### src/rtl/game_flow_ctrl_pkg.sv
// game_flow_ctrl_pkg: shared state encodings (also the screen mux select), default timing constants, per-state entry seconds
package game_flow_ctrl_pkg;
  localparam logic [1:0] ST_START = 2'd0, ST_COUNTDOWN = 2'd1, ST_PLAY = 2'd2, ST_OVER = 2'd3;
  localparam int DEF_CLKS_PER_SEC = 25000000;
  localparam int DEF_COUNT_SECS = 3;
  localparam int DEF_PLAY_SECS = 60;
  localparam int DEF_OVER_SECS = 5;
  function automatic logic [6:0] entry_secs(logic [1:0] s, int c, int p, int o);
    return s == ST_COUNTDOWN ? 7'(c) : s == ST_PLAY ? 7'(p) : s == ST_OVER ? 7'(o) : 7'd0;
  endfunction
endpackage

### src/rtl/game_flow_ctrl_if.sv
// game_flow_ctrl_if: key_space in; screen_sel, game_active, score_clr, round_done, secs_left out (ctrl = controller side, tb = environment side)
interface game_flow_ctrl_if;
  logic       key_space;
  logic [1:0] screen_sel;
  logic       game_active;
  logic       score_clr;
  logic       round_done;
  logic [6:0] secs_left;
  modport ctrl (input key_space, output screen_sel, game_active, score_clr, round_done, secs_left);
  modport tb (output key_space, input screen_sel, game_active, score_clr, round_done, secs_left);
endinterface

### src/rtl/game_flow_ctrl_sec_prescaler.sv
// sec_prescaler: counts 0..CLKS_PER_SEC-1 (clk, async reset, clear restarts at 0), sec_tick high while at the last count
module sec_prescaler
  import game_flow_ctrl_pkg::*;
#(
  parameter int CLKS_PER_SEC = DEF_CLKS_PER_SEC
) (
  input  logic clk,
  input  logic reset,
  input  logic clear,
  output logic sec_tick
);
  localparam int W = CLKS_PER_SEC > 1 ? $clog2(CLKS_PER_SEC) : 1;
  localparam logic [W-1:0] LAST = W'(CLKS_PER_SEC - 1);
  logic [W-1:0] cnt;
  assign sec_tick = cnt == LAST;
  always_ff @(posedge clk or posedge reset)
    if (reset) cnt <= '0;
    else cnt <= (clear || sec_tick) ? '0 : cnt + W'(1);
endmodule

### src/rtl/game_flow_ctrl.sv
// game_flow_ctrl: START/COUNTDOWN/PLAY/OVER sequencer (clk, async reset, bus: key_space in; screen_sel, game_active, score_clr, round_done, secs_left out)
module game_flow_ctrl
  import game_flow_ctrl_pkg::*;
#(
  parameter int CLKS_PER_SEC = DEF_CLKS_PER_SEC,
  parameter int COUNT_SECS = DEF_COUNT_SECS,
  parameter int PLAY_SECS = DEF_PLAY_SECS,
  parameter int OVER_SECS = DEF_OVER_SECS
) (
  input logic clk,
  input logic reset,
  game_flow_ctrl_if.ctrl bus
);
  logic [1:0] state, nxt;
  logic key_prev, press, sec_tick, expire, moved;
  assign press = bus.key_space & ~key_prev;
  assign expire = sec_tick && state != ST_START && bus.secs_left == 7'd1;
  // a press in OVER outranks a simultaneous expiry
  always_comb begin
    nxt = (state == ST_START && press) ? ST_COUNTDOWN :
          (state == ST_COUNTDOWN && expire) ? ST_PLAY :
          (state == ST_PLAY && expire) ? ST_OVER :
          (state == ST_OVER && press) ? ST_COUNTDOWN :
          (state == ST_OVER && expire) ? ST_START : state;
    moved = nxt != state;
  end
  sec_prescaler #(.CLKS_PER_SEC(CLKS_PER_SEC)) u_pre (
    .clk(clk), .reset(reset), .clear(moved), .sec_tick(sec_tick)
  );
  assign bus.screen_sel = state;
  // key_prev resets high so a key held across reset release is not a press
  always_ff @(posedge clk or posedge reset)
    if (reset) begin
      state <= ST_START;
      key_prev <= 1'b1;
      bus.game_active <= 1'b0;
      bus.score_clr <= 1'b0;
      bus.round_done <= 1'b0;
      bus.secs_left <= 7'd0;
    end else begin
      state <= nxt;
      key_prev <= bus.key_space;
      bus.game_active <= nxt == ST_PLAY;
      bus.score_clr <= moved && nxt == ST_COUNTDOWN;
      bus.round_done <= moved && nxt == ST_OVER;
      bus.secs_left <= moved ? entry_secs(nxt, COUNT_SECS, PLAY_SECS, OVER_SECS) :
                       (sec_tick && state != ST_START) ? bus.secs_left - 7'd1 : bus.secs_left;
    end
endmodule

### src/flat_wrapper.sv
// flat-port wrapper written by rule: the top's interface ports become plain ports
module game_flow_ctrl_flat import game_flow_ctrl_pkg::*;
#(
  parameter int CLKS_PER_SEC = DEF_CLKS_PER_SEC,
  parameter int COUNT_SECS = DEF_COUNT_SECS,
  parameter int PLAY_SECS = DEF_PLAY_SECS,
  parameter int OVER_SECS = DEF_OVER_SECS
)
  (clk, reset, bus_key_space, bus_screen_sel, bus_game_active, bus_score_clr, bus_round_done, bus_secs_left);
  game_flow_ctrl_if bus_i ();
  input logic clk;
  input logic reset;
  input wire logic [$bits(bus_i.key_space)-1:0] bus_key_space;
  output wire logic [$bits(bus_i.screen_sel)-1:0] bus_screen_sel;
  output wire logic [$bits(bus_i.game_active)-1:0] bus_game_active;
  output wire logic [$bits(bus_i.score_clr)-1:0] bus_score_clr;
  output wire logic [$bits(bus_i.round_done)-1:0] bus_round_done;
  output wire logic [$bits(bus_i.secs_left)-1:0] bus_secs_left;
  assign bus_i.key_space = bus_key_space;
  assign bus_screen_sel = bus_i.screen_sel;
  assign bus_game_active = bus_i.game_active;
  assign bus_score_clr = bus_i.score_clr;
  assign bus_round_done = bus_i.round_done;
  assign bus_secs_left = bus_i.secs_left;
  game_flow_ctrl #(.CLKS_PER_SEC(CLKS_PER_SEC), .COUNT_SECS(COUNT_SECS), .PLAY_SECS(PLAY_SECS), .OVER_SECS(OVER_SECS)) u_core (.clk(clk), .reset(reset), .bus(bus_i));
endmodule
### config.mk
export PLATFORM = sky130hd
export DESIGN_NAME = game_flow_ctrl_flat
export DESIGN_NICKNAME = d
export VERILOG_FILES = /design/src/rtl/game_flow_ctrl_pkg.sv /design/src/rtl/game_flow_ctrl_if.sv /design/src/rtl/game_flow_ctrl_sec_prescaler.sv /design/src/rtl/game_flow_ctrl.sv /design/src/flat_wrapper.sv
export SDC_FILE = /design/constraint.sdc
export NUM_CORES = 1
export LEC_CHECK = 0
export BUFFER_PORTS_ARGS = -buffer_cell sky130_fd_sc_hd__buf_2
export CORE_ASPECT_RATIO = 1.25
export CORE_MARGIN = 3
export CORE_UTILIZATION = 64
export CTS_CLUSTER_DIAMETER = 30
export CTS_CLUSTER_SIZE = 10
export DETAILED_ROUTE_END_ITERATION = 8
export GPL_ROUTABILITY_DRIVEN = 0
export PLACE_DENSITY = 0.91
export SLEW_MARGIN = 40
export SYNTH_ARGS = -nofsm -noshare
export SYNTH_HDL_FRONTEND = slang
export SYNTH_SLANG_ARGS = --single-unit
### constraint.sdc
create_clock -name clk -period 3.4 [get_ports clk]
set_input_delay 0.34 -clock clk [delete_from_list [all_inputs] [get_ports clk]]
set_output_delay 0.34 -clock clk [all_outputs]
set_load 0.02 [all_outputs]
**After elaboration in Yosys (flattened, before gate mapping)**

Index checks and enable logic that the tools add are counted.

- Register bits: 38
- Latch bits: 0
- Memory bits (read-only): 0
- Memories kept: 0
- Input bits: 3
- Bits in writable memories: 0
- Logic and storage cells: 44

- Div/mod/pow operators: 0
- Shifts and indexed selects: 0
- Bitwise operators: 2
- Multiply operators: 0
- $add $sub $neg: 2
- Reduce and logical (&&, ||, !) cells: 13
- Order comparisons: 0
- Eq/ne operators: 9
- Mux-type cells: 11

Operator list:

| kind | number |
|---|---|
| two-way mux 7 bit | 4 |
| adder 25 x 1 -> 25 bit, second input constant | 1 |
| equality test 25 bit, second input constant | 1 |
| two-way mux 25 bit | 1 |
| two-way mux 2 bit | 5 |
| logical AND 1 bit | 9 |
| equality test 2 bit, second input constant | 4 |
| equality test 7 x 1 -> 1 bit, second input constant | 1 |
| subtractor 7 x 1 -> 7 bit, second input constant | 1 |
| equality test 2 x 1 -> 1 bit, second input constant | 2 |
| nonzero test 2 bit | 2 |
| two-way mux 3 bit | 1 |
| zero test 2 bit | 1 |
| inequality test 2 bit | 1 |
| bitwise AND 1 bit | 1 |
| logical OR 1 bit | 1 |
| inverter 1 bit | 1 |

**Logic depth before layout (Yosys ltp)**

Gate-level depths: netlist (run 1).

- Word-level depth: 14
- Gate-level depth with buffers: 7
- Mapped depth without buffers: 7

**By module**

From an unflattened synthesis (run 1), not the netlist that was laid out.

- Cell total of the unflattened synthesis: 222
- Area total of the unflattened synthesis: 2,098.3 sq um

Modules (own cells, without submodules):

| module | area each (sq um) | instances | cells each |
|---|---|---|---|
| sec_prescaler | 1,282.5 | 1 | 139 |
| game_flow_ctrl | 815.8 | 1 | 83 |

**Worst setup path after synthesis (run 1)**

OpenSTA, ideal clock, no wires.

- Kind: reg-to-reg
- Start: reg u_core.bus.secs_left[1]
- End: reg u_core.bus.secs_left[4]
- Library setup time: 63 ps
- Setup slack: 1,305 ps
- Arrival time: 2,033 ps
- Path buffers: 0
- Cell stages (with the launch flop): 7
- Cell sequence: dfrtp_1 -> inv_1 -> ha_1 -> or4b_4 -> or3_4 -> a311oi_2 -> o2bb2a_4

- Word-level cells in the longest chain between the ends: 12
- Elaborated cells on any way between the ends: 19

RTL lines:

| element | RTL line | RTL |
|---|---|---|
| start, declared | game_flow_ctrl_if.sv:9 | `modport ctrl (input key_space, output screen_sel, game_active, score_clr, round_done, secs_left);` |
| start signal, assigned | game_flow_ctrl.sv:46 | `bus.secs_left <= moved ? entry_secs(nxt, COUNT_SECS, PLAY_SECS, OVER_SECS) :` |
| equality test 7 x 1 -> 1 bit | game_flow_ctrl.sv:17 | `assign expire = sec_tick && state != ST_START && bus.secs_left == 7'd1;` |
| logical AND 1 bit | game_flow_ctrl.sv:17 |  |
| logical AND 1 bit | game_flow_ctrl.sv:24 | `(state == ST_OVER && expire) ? ST_START : state;` |
| two-way mux 2 bit | game_flow_ctrl.sv:24 |  |
| two-way mux 2 bit | game_flow_ctrl.sv:23 | `(state == ST_OVER && press) ? ST_COUNTDOWN :` |
| two-way mux 2 bit | game_flow_ctrl.sv:22 | `(state == ST_PLAY && expire) ? ST_OVER :` |
| two-way mux 2 bit | game_flow_ctrl.sv:21 | `(state == ST_COUNTDOWN && expire) ? ST_PLAY :` |
| two-way mux 2 bit | game_flow_ctrl.sv:20 | `nxt = (state == ST_START && press) ? ST_COUNTDOWN :` |
| equality test 2 bit | game_flow_ctrl_pkg.sv:9 | `return s == ST_COUNTDOWN ? 7'(c) : s == ST_PLAY ? 7'(p) : s == ST_OVER ? 7'(o) : 7'd0;` |
| two-way mux 7 bit (2 in series) | game_flow_ctrl_pkg.sv:9 |  |
| two-way mux 7 bit | game_flow_ctrl.sv:46 |  |

Parallel ways exist; a longest one is shown, timed or not. The select of a mux whose other input is x is not followed.
A chain may end at the register's enable or synchronous reset.

**Final worst setup path (run 1)**

- Start: reg u_core.u_pre.cnt[0]
- End: reg u_core.bus.secs_left[6]

- Word-level cells in the longest chain between the ends: 12
- Elaborated cells on any way between the ends: 16

RTL lines:

| element | RTL line | RTL |
|---|---|---|
| start, declared | game_flow_ctrl_sec_prescaler.sv:14 | `logic [W-1:0] cnt;` |
| start signal, assigned | game_flow_ctrl_sec_prescaler.sv:18 | `else cnt <= (clear \|\| sec_tick) ? '0 : cnt + W'(1);` |
| equality test 25 bit (*) | game_flow_ctrl_sec_prescaler.sv:15 | `assign sec_tick = cnt == LAST;` |
| logical AND 1 bit (*) | game_flow_ctrl.sv:17, game_flow_ctrl.sv:47 |  |
| logical AND 1 bit | game_flow_ctrl.sv:17 |  |
| logical AND 1 bit | game_flow_ctrl.sv:24 |  |
| two-way mux 2 bit | game_flow_ctrl.sv:24 |  |
| two-way mux 2 bit | game_flow_ctrl.sv:23 |  |
| two-way mux 2 bit | game_flow_ctrl.sv:22 |  |
| two-way mux 2 bit | game_flow_ctrl.sv:21 |  |
| two-way mux 2 bit | game_flow_ctrl.sv:20 |  |
| equality test 2 x 1 -> 1 bit | game_flow_ctrl_pkg.sv:9 |  |
| two-way mux 7 bit | game_flow_ctrl_pkg.sv:9 |  |
| two-way mux 7 bit | game_flow_ctrl.sv:46 |  |

Every way passes the cells marked *; elsewhere a longest branch is shown, timed or not.

==> metrics.md, run 1 <==
| Metric | Value |
|---|---|
| Synth Flop Type | dfrtp_1 |
| FMAX | 0.446 GHz |
| Multi-input logic area | 1120 um^2 |
| Final setup TNS | 0 ps |
| Post-DP HPWL | 3040 um |
| DR vias | 1738 |
| Unrepaired setup endpoints after global routing | false |
| Routed Antenna Nets | 0 |
| Largest net degree at the start of global routing | 39 |
| Initial antenna violation count | 0 |
| Syn Area/Cell | 9.63 um^2 |
| CTS buffer count | 5 |
| Clock Pin Slew Worst Setup and Hold Paths | 80 ps |
| Sw power | 0.319 mW |
| Per-cell routed wire length | 15.9 um |
| Ys async rst share | 100% |
| Min-delay worst type | primary input to asynchronous set/reset pin |
| WP data arrival | 2410 ps |
| CTS Buffer Depth | 2 |
| Max-cap violations | 0 |
| Leakage | 0.977 nW |
| Sequential share of the synthesized area | 44.0% |
| Core box area | 3220 um^2 |
| Pwr dens | 450 nW/um^2 |
| Critical path class | flop to flop |
| I/O pin total | 15 |
| Post-CTS sizing | 0 |
| Worst-Skew Late Latency | 290 ps |
| Total power | 1.05 mW |
| Max Slew Vio Count | 0 |
| Die X | 58.0 um |
| GRT Resource Usage Total | 24.7% |
| Startpoint types | flop |
| Status | finished clean |
| # nets final | 247 |
| Synth area leader | dfrtp_1 |
| Drt total wl | 4430 um |
| Slew HR | 68.4% |
| Synth top area share | 42.7% |
| Vias in the first global route | 1760 |
| Post-route minimum period | 2240 ps |
| Yosys cell types | 55 |
| Die ar. | 4120 um^2 |
| Port bufs | 14 |
| CP Capture Type | flop |
| Tcrit/Tclk final | 66.0% |
| Global-route wire length before repair | 7830 um |
| Worst path slowest cell | or3b_1 |
| Area delta synth->final | 7.97% |
| CP max stage delay | 530 ps |
| Post-synth EDFFs | 0 |
| Ys Warns | 0 |
| Final hold violation count | 0 |
| Final instance area | 2340 um^2 |
| CTS Sinks | 38 |
| # diodes | 0 |
| Layout cells sized above 1 | 17.4% |
| Sequential Power Share | 53.2% |
| GRT Residual Overflow | 0 |
| Combinational share of power | 15.7% |
| Mapped Cells | 225 |
| Critical path, cell by cell | ha_1 -> and2_1 -> nand4_4 -> or3b_1 -> o41ai_1 -> a21oi_1 |
| Sw Share | 30.3% |
| Vias per cell | 6.23 |
| Row Count | 23 |
| Cell family with most CP delay | simple AND/OR/NAND/NOR gates |
| CTS tree | built |
| Worst VDD drop | 0.483 mV |
| WP buf/inv | 0 |
| Root buffer cell | clkbuf_8 |
| Yosys reg bits | 38 |
| Drt pass-1 iters | 4 |
| Starting Density | 67.2% |
| Iteration-0 DRC Markers | 115 |
| Clock share of power | 31.1% |
| Skew final | 11.3 ps |
| CP Max Fanout | 8 |
| Mapped Area | 2170 um^2 |
| # Post-CTS Setup Buffers | 0 |
| Final Setup Violations | 0 |
| Internal power | 0.734 mW |
| Chip height | 71.0 um |
| Drt drc | 0 |
| Post-CTS Hold Buffers | 0 |
| Slew @ Worst Pin | 469 ps |
| Syn nets | 231 |
| Synth top area cells | dfrtp_1 43%, xnor2_1 7.7%, nor2_1 6.1%, nand3_1 3.0%, nor4_1 2.9% |
| Placed Area | 2240 um^2 |
| CP required | 3570 ps |
| Fill cells | 259 |
| CTS H-tree depth | 2 |
| Seq. cell area | 952 um^2 |
==> layout make-up <==
type                            count  area share (%)
Multi-Input combinational cell    168            47.8
Sequential cell                    38            40.7
Clock buffer                        6            3.53
Timing Repair Buffer               15            3.32
Inverter                           13            2.09
Tap cell                           37            1.98
Clock inverter                      2           0.535
==> per-stage QoR <==
step	utilization [%]	cells	hold WS, ps	setup WS (ps)
floorplan	-	225	344	1300
global placement	69.5	271	464	1240
detailed placement	69.5	271	470	1120
CTS	72.5	279	147	1110
global route	72.6	279	152	1040
finish	72.6	279	136	1160
==> flip-flops by register name, indices dropped and copies added, names as in the netlist <==
name,count
u_core.bus.game_active,1
u_core.key_prev,1
u_core.bus.score_clr,1
u_core.u_pre.cnt,25
u_core.bus.secs_left,7
u_core.bus.screen_sel,2
u_core.bus.round_done,1
==> kinds of logic (layout without fill, tap and decap cells) <==
family / after synthesis / after routing / share of synthesized area, %
fa+ha+maj: 3 / 3 / 1.73
xor+xnor: 23 / 23 / 9.30
mux: 1 / 1 / 0.462
simple gates: 115 / 115 / 30.5
flops: 38 / 38 / 44.0
compound gates: 26 / 26 / 9.53
buf+inv: 19 / 36 / 4.51
==> per-layer routing <==
| layer | wire length, um | track usage [%] |
|---|---|---|
| met4 | 146 | 14.2 |
| met1 | 1840 | 28.1 |
| met3 | 203 | 5.47 |
| met2 | 2240 | 41.7 |
| met5 | 0 | 0 |
==> cells in the mapped netlist, drive strengths merged (2+ instances only) <==
cell type and instances:
dfrtp 37, nor3b 4, o21ai 3, nand3 13, a22oi 2, nand2 12, or2 2, a211o 2
nor4 10, and4 2, nand4 10, or3 3, a21oi 5, o22a 2, a311oi 2, nor3 10
inv 13, xnor2 19, ha 3, buf 6, xor2 4, o211ai 2, and3 4, nor2 35
or2b 3
==> cells in the final DEF (no fill, tap or decap), drive strengths merged, types with 2 or more instances in the layout <==
cell type | netlist | final
and3 | 4 | 4
buf | 6 | 15
nor3b | 4 | 4
o21ai | 3 | 3
ha | 3 | 3
dfrtp | 37 | 37
nor4 | 10 | 10
xor2 | 4 | 4
or3 | 3 | 3
nand2 | 12 | 12
clkbuf | 0 | 6
nand3 | 13 | 13
o22a | 2 | 2
a21oi | 5 | 5
nor2 | 35 | 35
inv | 13 | 13
a22oi | 2 | 2
or2 | 2 | 2
and4 | 2 | 2
nand4 | 10 | 10
xnor2 | 19 | 19
or2b | 3 | 3
a211o | 2 | 2
a311oi | 2 | 2
o211ai | 2 | 2
nor3 | 10 | 10
==> final timing paths <==
check                                         start                 endpoint  slack [ps]  cells after the start
min in group clk                      bus_key_space          u_core.key_prev         160                      1
worst min register to register  u_core.u_pre.cnt[0]      u_core.u_pre.cnt[0]         540                      1
worst min-delay path                          reset  u_core.bus.secs_left[1]         140                      3
max in group asynchronous                     reset          u_core.key_prev        2910                      3
worst max register to register  u_core.u_pre.cnt[0]  u_core.bus.secs_left[6]        1160                      6
worst max-delay path            u_core.u_pre.cnt[0]  u_core.bus.secs_left[6]        1160                      6
==> power groups by stage <==
stage / sequential [mW] / combinational [mW] / clock (mW)
CTS: 0.559 / 0.168 / 0.338
detailed placement: 0.567 / 0.166 / 0
finish: 0.560 / 0.165 / 0.327
floorplan: 0.561 / 0.137 / 0
global route: 0.571 / 0.186 / 0.353
global placement: 0.565 / 0.162 / 0
==> tightest hold or removal path, cell delays in order <==
cell and delay [ps]:
buf_2 90, inv_1 40, buf_4 400
(Power assumes the default switching activity.)
==> run 2, diff against run 1 <==
- ABC_AREA: unset -> 1
- CORE_UTILIZATION: 64 -> 60
- PLACE_DENSITY: 0.91 -> 0.86
- clock period: 3.4 -> 2.1 ns (I/O delays scaled with it)
==> run 2 against run 1 <==
Sequential power is 78% higher; wire length rose by 2.0%; maximum frequency increased by 15%; worst setup slack lost 1000 ps; synthesized cell count increased by 24%; flip-flop and latch count did not move; first-iteration DRC count is 41% higher; hold slack got worse by 110 ps; critical path depth increased by 5; critical path type unchanged.
==> metrics.md, run 2 <==
| Metric | Value |
|---|---|
| Status | finished clean |
| Ys async rst share | 100% (unchanged) |
| Root buffer cell | clkbuf_8 |
| Synth Flop Type | dfrtp_1 |
| Multi-input logic area | 1090 um^2 (-2.7%) |
| # nets final | 314 (+27%) |
| Critical path, cell by cell | ha_2 -> nand3_2 -> inv_1 -> nand3b_2 -> nor2_2 -> nand3_2 -> nand2_2 -> inv_2 -> o21ai_4 -> buf_6 -> nor3b_1 |
| Crit path launch | u_core.u_pre.cnt[0] |
| CP Max Fanout | 8 (unchanged) |
| Synth top area cells | dfrtp_1 42%, nand2_1 9.2%, nor2_1 7.8%, inv_1 6.5%, xor2_1 5.2% |
| Yosys cell types | 30 (-45%) |
| CP required | 2280 ps (-1290 ps) |
| Vias in the first global route | 1797 (+2.1%) |
| Synth cell count leaders | 54 x nand2_1, 46 x nor2_1, 38 x inv_1, 37 x dfrtp_1, 14 x nor3_1 |
| Final Setup Violations | 0 (unchanged) |
| Seq. cell area | 952 um^2 (unchanged) |
| Worst-Skew Late Latency | 290 ps (about the same) |
| Syn Area/Cell | 7.89 um^2 (-18%) |
| Port bufs | 14 (unchanged) |
| Yosys reg bits | 38 (unchanged) |
| Hold path start | bus_key_space |
| Fill cells | 268 (+3.5%) |
| Sequential share of the synthesized area | 43.1% (-0.85 points) |
| Layout cells sized above 1 | 21.7% (+4.3 points) |
| Die ar. | 4450 um^2 (+7.9%) |
| Drt drc | 0 (unchanged) |
| Core box area | 3510 um^2 (+9.0%) |
| Reg with most FFs | u_core.u_pre.cnt |
| DR vias | 1868 (+7.5%) |
| Per-cell routed wire length | 13.0 um (-18%) |
| # diodes | 0 (unchanged) |
| Post-synth EDFFs | 0 (unchanged) |
| Row Count | 24 (+4.3%) |
| Most common cell after layout, fill and taps aside | nand2_1 |
| Unrepaired setup endpoints after global routing | false |
| Starting Density | 62.9% (-4.3 points) |
| Synth area leader | dfrtp_1 |
| Slew HR | 64.2% (-4.2 points) |
| Min-delay worst type | primary input to flop |
| Largest net degree at the start of global routing | 39 (unchanged) |
| Initial antenna violation count | 0 (unchanged) |
| Most frequent cell after synthesis | nand2_1 |
| Skew final | 4.33 ps (-6.94 ps) |
| Chip height | 73.8 um (+3.9%) |
| Drt pass-1 iters | 4 (unchanged) |
| Final setup TNS | 0 ps (unchanged) |
| Commonest non-fill, non-tap cells in the layout | 54 x nand2_1, 45 x nor2_1, 38 x inv_1, 37 x dfrtp_1 |
| Max-cap violations | 0 (unchanged) |
| Startpoint types | flop |
| Vias per cell | 5.37 (-14%) |
| GRT Resource Usage Total | 22.7% (-2.0 points) |
| Mapped Cells | 280 (+24%) |
| Tcrit/Tclk final | 93.1% (+27 points) |
| Clock Pin Slew Worst Setup and Hold Paths | 70 ps (about the same) |
| I/O pin total | 15 (unchanged) |
| CP max stage delay | 390 ps (-140 ps) |
| Largest register FFs | 25 (unchanged) |
| Mapped Area | 2210 um^2 (+2.0%) |
| Post-route minimum period | 1950 ps (-289 ps) |
| Post-DP HPWL | 3250 um (+6.9%) |
| Iteration-0 DRC Markers | 162 (+41%) |
| Final hold violation count | 0 (unchanged) |
| Slew @ Worst Pin | 533 ps (+63.8 ps) |
| Pwr dens | 944 nW/um^2 (+110%) |
| Area delta synth->final | 15.4% |
| CTS Sinks | 38 (unchanged) |
| GRT Residual Overflow | 0 (unchanged) |
| Synth top area share | 41.9% (-0.82 points) |
| Worst VDD drop | 0.950 mV (+96%) |
| CTS buffer count | 5 (unchanged) |
| Leakage | 1.21 nW (+24%) |
| CP Capture Type | flop |
| Post-CTS Hold Buffers | 0 (unchanged) |
| Critical Path Sink | u_core.u_pre.cnt[3] |
| Worst path slowest cell | dfrtp_1 |
| WP data arrival | 2130 ps (-280 ps) |
| Worst r2r src | u_core.u_pre.cnt[0] |
| Routed Antenna Nets | 0 (unchanged) |
| CTS tree | built |
| Most used cell, CP | nand3_2 |
| FMAX | 0.512 GHz (+15%) |
| Total power | 2.41 mW (+130%) |
| CTS H-tree depth | 2 (unchanged) |
| Global-route wire length before repair | 7670 um (-2.1%) |
| R2r endpoint | u_core.u_pre.cnt[3] |
| Max Slew Vio Count | 0 (unchanged) |
| Reg-to-reg slack, setup | 150 ps (-1010 ps) |
| Critical path class | flop to flop |
| Syn nets | 286 (+24%) |
| Ys Warns | 0 (unchanged) |
| Die X | 60.3 um (+3.9%) |
| Worst reg-to-reg path cell count | 11 (+5) |
| CTS Buffer Depth | 2 (unchanged) |
| Drt total wl | 4520 um (+2.0%) |
[run 2: changes by cell type in the layout (fill, tap and decap cells not counted), moves of 5 or more]
cell	change
inv_1	+25
buf_4	+5
nand2_1	+43
xor2_1	+9
nor3_1	+5
nor2_2	+13
nor4_1	-8
xnor2_1	-15
nand3_2	+5
nand2_2	+5
nor2_1	+10
[run 2: cell families (layout without fill, tap and decap cells)]
| logic type | after synthesis | after routing | synth area share (%) |
|---|---|---|---|
| fa+ha+maj | 3 | 3 | 1.70 |
| compound gates | 13 | 13 | 3.91 |
| xor+xnor | 17 | 17 | 6.74 |
| buf+inv | 44 | 73 | 8.33 |
| flops | 38 | 38 | 43.1 |
| simple gates | 165 | 165 | 36.2 |
[run 2: stage by stage]
| step | instance area (um^2) | std cells | hold slack, ps | setup slack (ps) | util [%] |
|---|---|---|---|---|---|
| 6_report | 2550 | 348 | 21.6 | 145 | 72.5 |
| 5_1_grt | 2550 | 348 | 10.3 | 1.24 | 72.5 |
| 4_1_cts | 2490 | 345 | 22.0 | 27.1 | 70.8 |
| 3_5_place_dp | 2350 | 337 | 329 | 36.3 | 66.8 |
| 3_3_place_gp | 2350 | 337 | 328 | 127 | 66.8 |
| 2_1_floorplan | 2210 | 280 | 214 | 316 | - |
[run 2: final cells by class]
type | instances | share of cell area [%]
Sequential cell | 38 | 37.4
Clock buffer | 6 | 3.24
Timing Repair Buffer | 23 | 6.19
Clock inverter | 2 | 2.36
Multi-Input combinational cell | 198 | 42.7
Inverter | 42 | 6.19
Tap cell | 39 | 1.92
[run 2: power by group]
| part | internal (mW) | switching, mW | total [mW] |
|---|---|---|---|
| clock network | 0.507 | 0.260 | 0.767 |
| logic | 0.263 | 0.381 | 0.645 |
| registers | 0.855 | 0.138 | 0.994 |
| total | 1.63 | 0.780 | 2.41 |
[run 2: how the worst min path moves through the flow]
| stage | to | depth (start not counted) |
|---|---|---|
| after floorplan | u_core.key_prev | 0 |
| after global placement | u_core.key_prev | 1 |
| after detailed placement | u_core.key_prev | 1 |
| after CTS | u_core.key_prev | 1 |
| after global routing | u_core.key_prev | 1 |
| final | u_core.key_prev | 1 |
[run 2: timing repair]
action / in CTS / in global routing
gates resized for setup: 0 / 6
endpoints found under the setup margin: 0 / 18
buffers inserted: 0 / 3
[run 2: critical path, delay by kind of cell (launching register included)]
family / cells / cell delay (ps)
simple gates: 6 / 670
flops: 1 / 390
compound gates: 1 / 140
fa+ha+maj: 1 / 220
buf+inv: 3 / 420
[run 2: per-layer routing]
| metal | wire [um] | GRT usage [%] | up-vias | share of wire, % |
|---|---|---|---|---|
| li1 | - | - | 933 | - |
| met1 | 1890 | 26.7 | 879 | 42 |
| met2 | 2340 | 39.8 | 44 | 52 |
| met3 | 161 | 4.22 | 12 | 3.6 |
| met4 | 131 | 8.62 | 0 | 2.9 |
| met5 | 0 | 0 | - | 0 |
==> run 3, diff against run 2 <==
- CORE_ASPECT_RATIO: 1.25 -> unset
- GPL_ROUTABILITY_DRIVEN: 0 -> unset
==> run 3 against run 2 <==
Hold slack better by 0.53 ps; largest power group unchanged; die area down 0.10%; cell count up 1.1%.
==> metrics.md, run 3 (synthesis results as in run 2) <==
| Metric | Value |
|---|---|
| CP Capture Type | flop |
| Chip height | 66.7 um (-9.7%) |
| Iteration-0 DRC Markers | 162 (unchanged) |
| Seq. cell area | 952 um^2 (unchanged) |
| Skew final | 7.59 ps (+3.26 ps) |
| CP Max Fanout | 7 (-1) |
| Drt drc | 0 (unchanged) |
| I/O pin total | 15 (unchanged) |
| Port bufs | 14 (unchanged) |
| Multi-input logic area | 1120 um^2 (+3.1%) |
| Critical path class | flop to flop |
| GRT Resource Usage Total | 22.3% (-0.36 points) |
| Post-CTS Hold Buffers | 0 (unchanged) |
| RePlAce Congestion | 0.881 |
| Drt total wl | 4430 um (-2.0%) |
| Per-cell routed wire length | 12.6 um (-3.1%) |
| Fill cells | 270 (+0.75%) |
| Drt pass-1 iters | 4 (unchanged) |
| Startpoint types | flop |
| Max-cap violations | 0 (unchanged) |
| CTS buffer count | 5 (unchanged) |
| Clock Pin Slew Worst Setup and Hold Paths | 70 ps (about the same) |
| Largest register FFs | 25 (unchanged) |
| Vias in the first global route | 1756 (-2.3%) |
| Most common cell after layout, fill and taps aside | nand2_1 |
| Routed Antenna Nets | 0 (unchanged) |
| Placed Area | 2330 um^2 (-0.59%) |
| Worst-Skew Late Latency | 290 ps (about the same) |
| Root buffer cell | clkbuf_8 |
| Starting Density | 64.2% (+1.3 points) |
| Reg with most FFs | u_core.u_pre.cnt |
| Slew HR | 64.9% (+0.73 points) |
| Row Count | 21 (-13%) |
| Commonest non-fill, non-tap cells in the layout | 53 x nand2_1, 45 x nor2_1, 37 x inv_1, 37 x dfrtp_1 |
| CTS H-tree depth | 2 (unchanged) |
| CTS tree | built |
| Die ar. | 4440 um^2 (-0.10%) |
| Final instance area | 2490 um^2 (-2.2%) |
| CTS Buffer Depth | 2 (unchanged) |
| Die X | 66.7 um (+11%) |
| Post-route minimum period | 1960 ps (+2.91 ps) |
| Initial antenna violation count | 0 (unchanged) |
| Status | finished clean |
| Largest net degree at the start of global routing | 39 (unchanged) |
| Min-delay worst type | primary input to asynchronous set/reset pin |
| CP required | 2260 ps (-20 ps) |
| FMAX | 0.511 GHz (-0.15%) |
| WP data arrival | 2120 ps (about the same) |
| Layout cells sized above 1 | 21.2% (-0.44 points) |
| Leakage | 1.18 nW (-2.4%) |
| # nets final | 312 (-0.64%) |
| Tcrit/Tclk final | 93.2% (+0.14 points) |
| Pwr dens | 839 nW/um^2 (-11%) |
| # diodes | 0 (unchanged) |
| Global-route wire length before repair | 7500 um (-2.2%) |
| Core box area | 3440 um^2 (-2.0%) |
| Max Slew Vio Count | 0 (unchanged) |
| Final hold violation count | 0 (unchanged) |
| Worst VDD drop | 0.473 mV (-50%) |
| Final Setup Violations | 0 (unchanged) |
| CTS Sinks | 38 (unchanged) |
| DR vias | 1846 (-1.2%) |
| Vias per cell | 5.24 (-2.3%) |
| Slew @ Worst Pin | 524 ps (-8.77 ps) |
| Area delta synth->final | 12.8% |
| GRT Residual Overflow | 0 (unchanged) |
| Post-DP HPWL | 3010 um (-7.4%) |
| WHS | 22.2 ps (+0.528 ps) |
==> run 3: cell count changes in the layout (fill, tap and decap cells not counted), sizes merged <==
cell / previous run / this run
clkbuf: 6 / 5
bufinv: 2 / 0
o21ai: 3 / 5
buf: 23 / 19
clkinv: 0 / 2
==> run 3: worst paths after layout <==
| path | slack, ps | to | depth (start not counted) | start |
|---|---|---|---|---|
| setup / recovery | 140 | u_core.u_pre.cnt[8] | 11 | u_core.u_pre.cnt[0] |
| hold / removal | 20 | u_core.bus.screen_sel[0] | 3 | reset |
| setup reg to reg | 140 | u_core.u_pre.cnt[8] | 11 | u_core.u_pre.cnt[0] |
| hold reg to reg | 480 | u_core.u_pre.cnt[0] | 1 | u_core.u_pre.cnt[0] |
| min in group clk | 30 | u_core.key_prev | 1 | bus_key_space |
| max in group asynchronous | 1730 | u_core.key_prev | 3 | reset |
==> run 3: final cells by class <==
class	count	area share, %
Clock inverter	2	0.402
Timing Repair Buffer	19	4.82
Clock buffer	5	2.76
Tap cell	46	2.31
Multi-Input combinational cell	200	45.1
Sequential cell	38	38.2
Inverter	42	6.43
==> run 3: critical path: stages (launching register included) <==
cell,delay (ps)
dfrtp_1,390
ha_1,210
nand3_2,150
inv_2,130
nand3b_4,140
nor2_2,170
nand3_2,90
nand2_2,130
inv_4,90
o21ai_4,120
buf_12,150
nor3_1,50
==> run 3: report_power, final <==
part,total [mW],switching (mW),internal (mW)
Sequential,0.994,0.139,0.855
Combinational,0.621,0.369,0.252
Clock,0.475,0.252,0.223
==> run 3: per-stage QoR <==
step           utilization, %  TNS [ps]  instances  worst slack, ps  power [mW]
2_1_floorplan               -         0        280              316        1.45
3_3_place_gp             67.8         0        341              104        1.58
3_5_place_dp             67.8         0        341             28.9        1.61
4_1_cts                  70.0         0        348             9.97        2.08
5_1_grt                  72.4     -66.4        352            -56.7        2.24
6_report                 72.4         0        352              142        2.09
==> run 3: layer usage <==
layer | track usage, % | share of wire, % | up-vias
met3 | 6.58 | 4.2 | 10
met4 | 9.64 | 2.0 | 0
met1 | 28.4 | 46 | 863
met5 | 0 | 0 | -
li1 | - | - | 936
met2 | 35.0 | 48 | 37
==> run 3: repair_timing <==
action                     in CTS  in global routing
hold endpoints to repair        0                  0
gates resized for setup         0                  8
buffers inserted                0                  2
setup endpoints to repair       0                 27
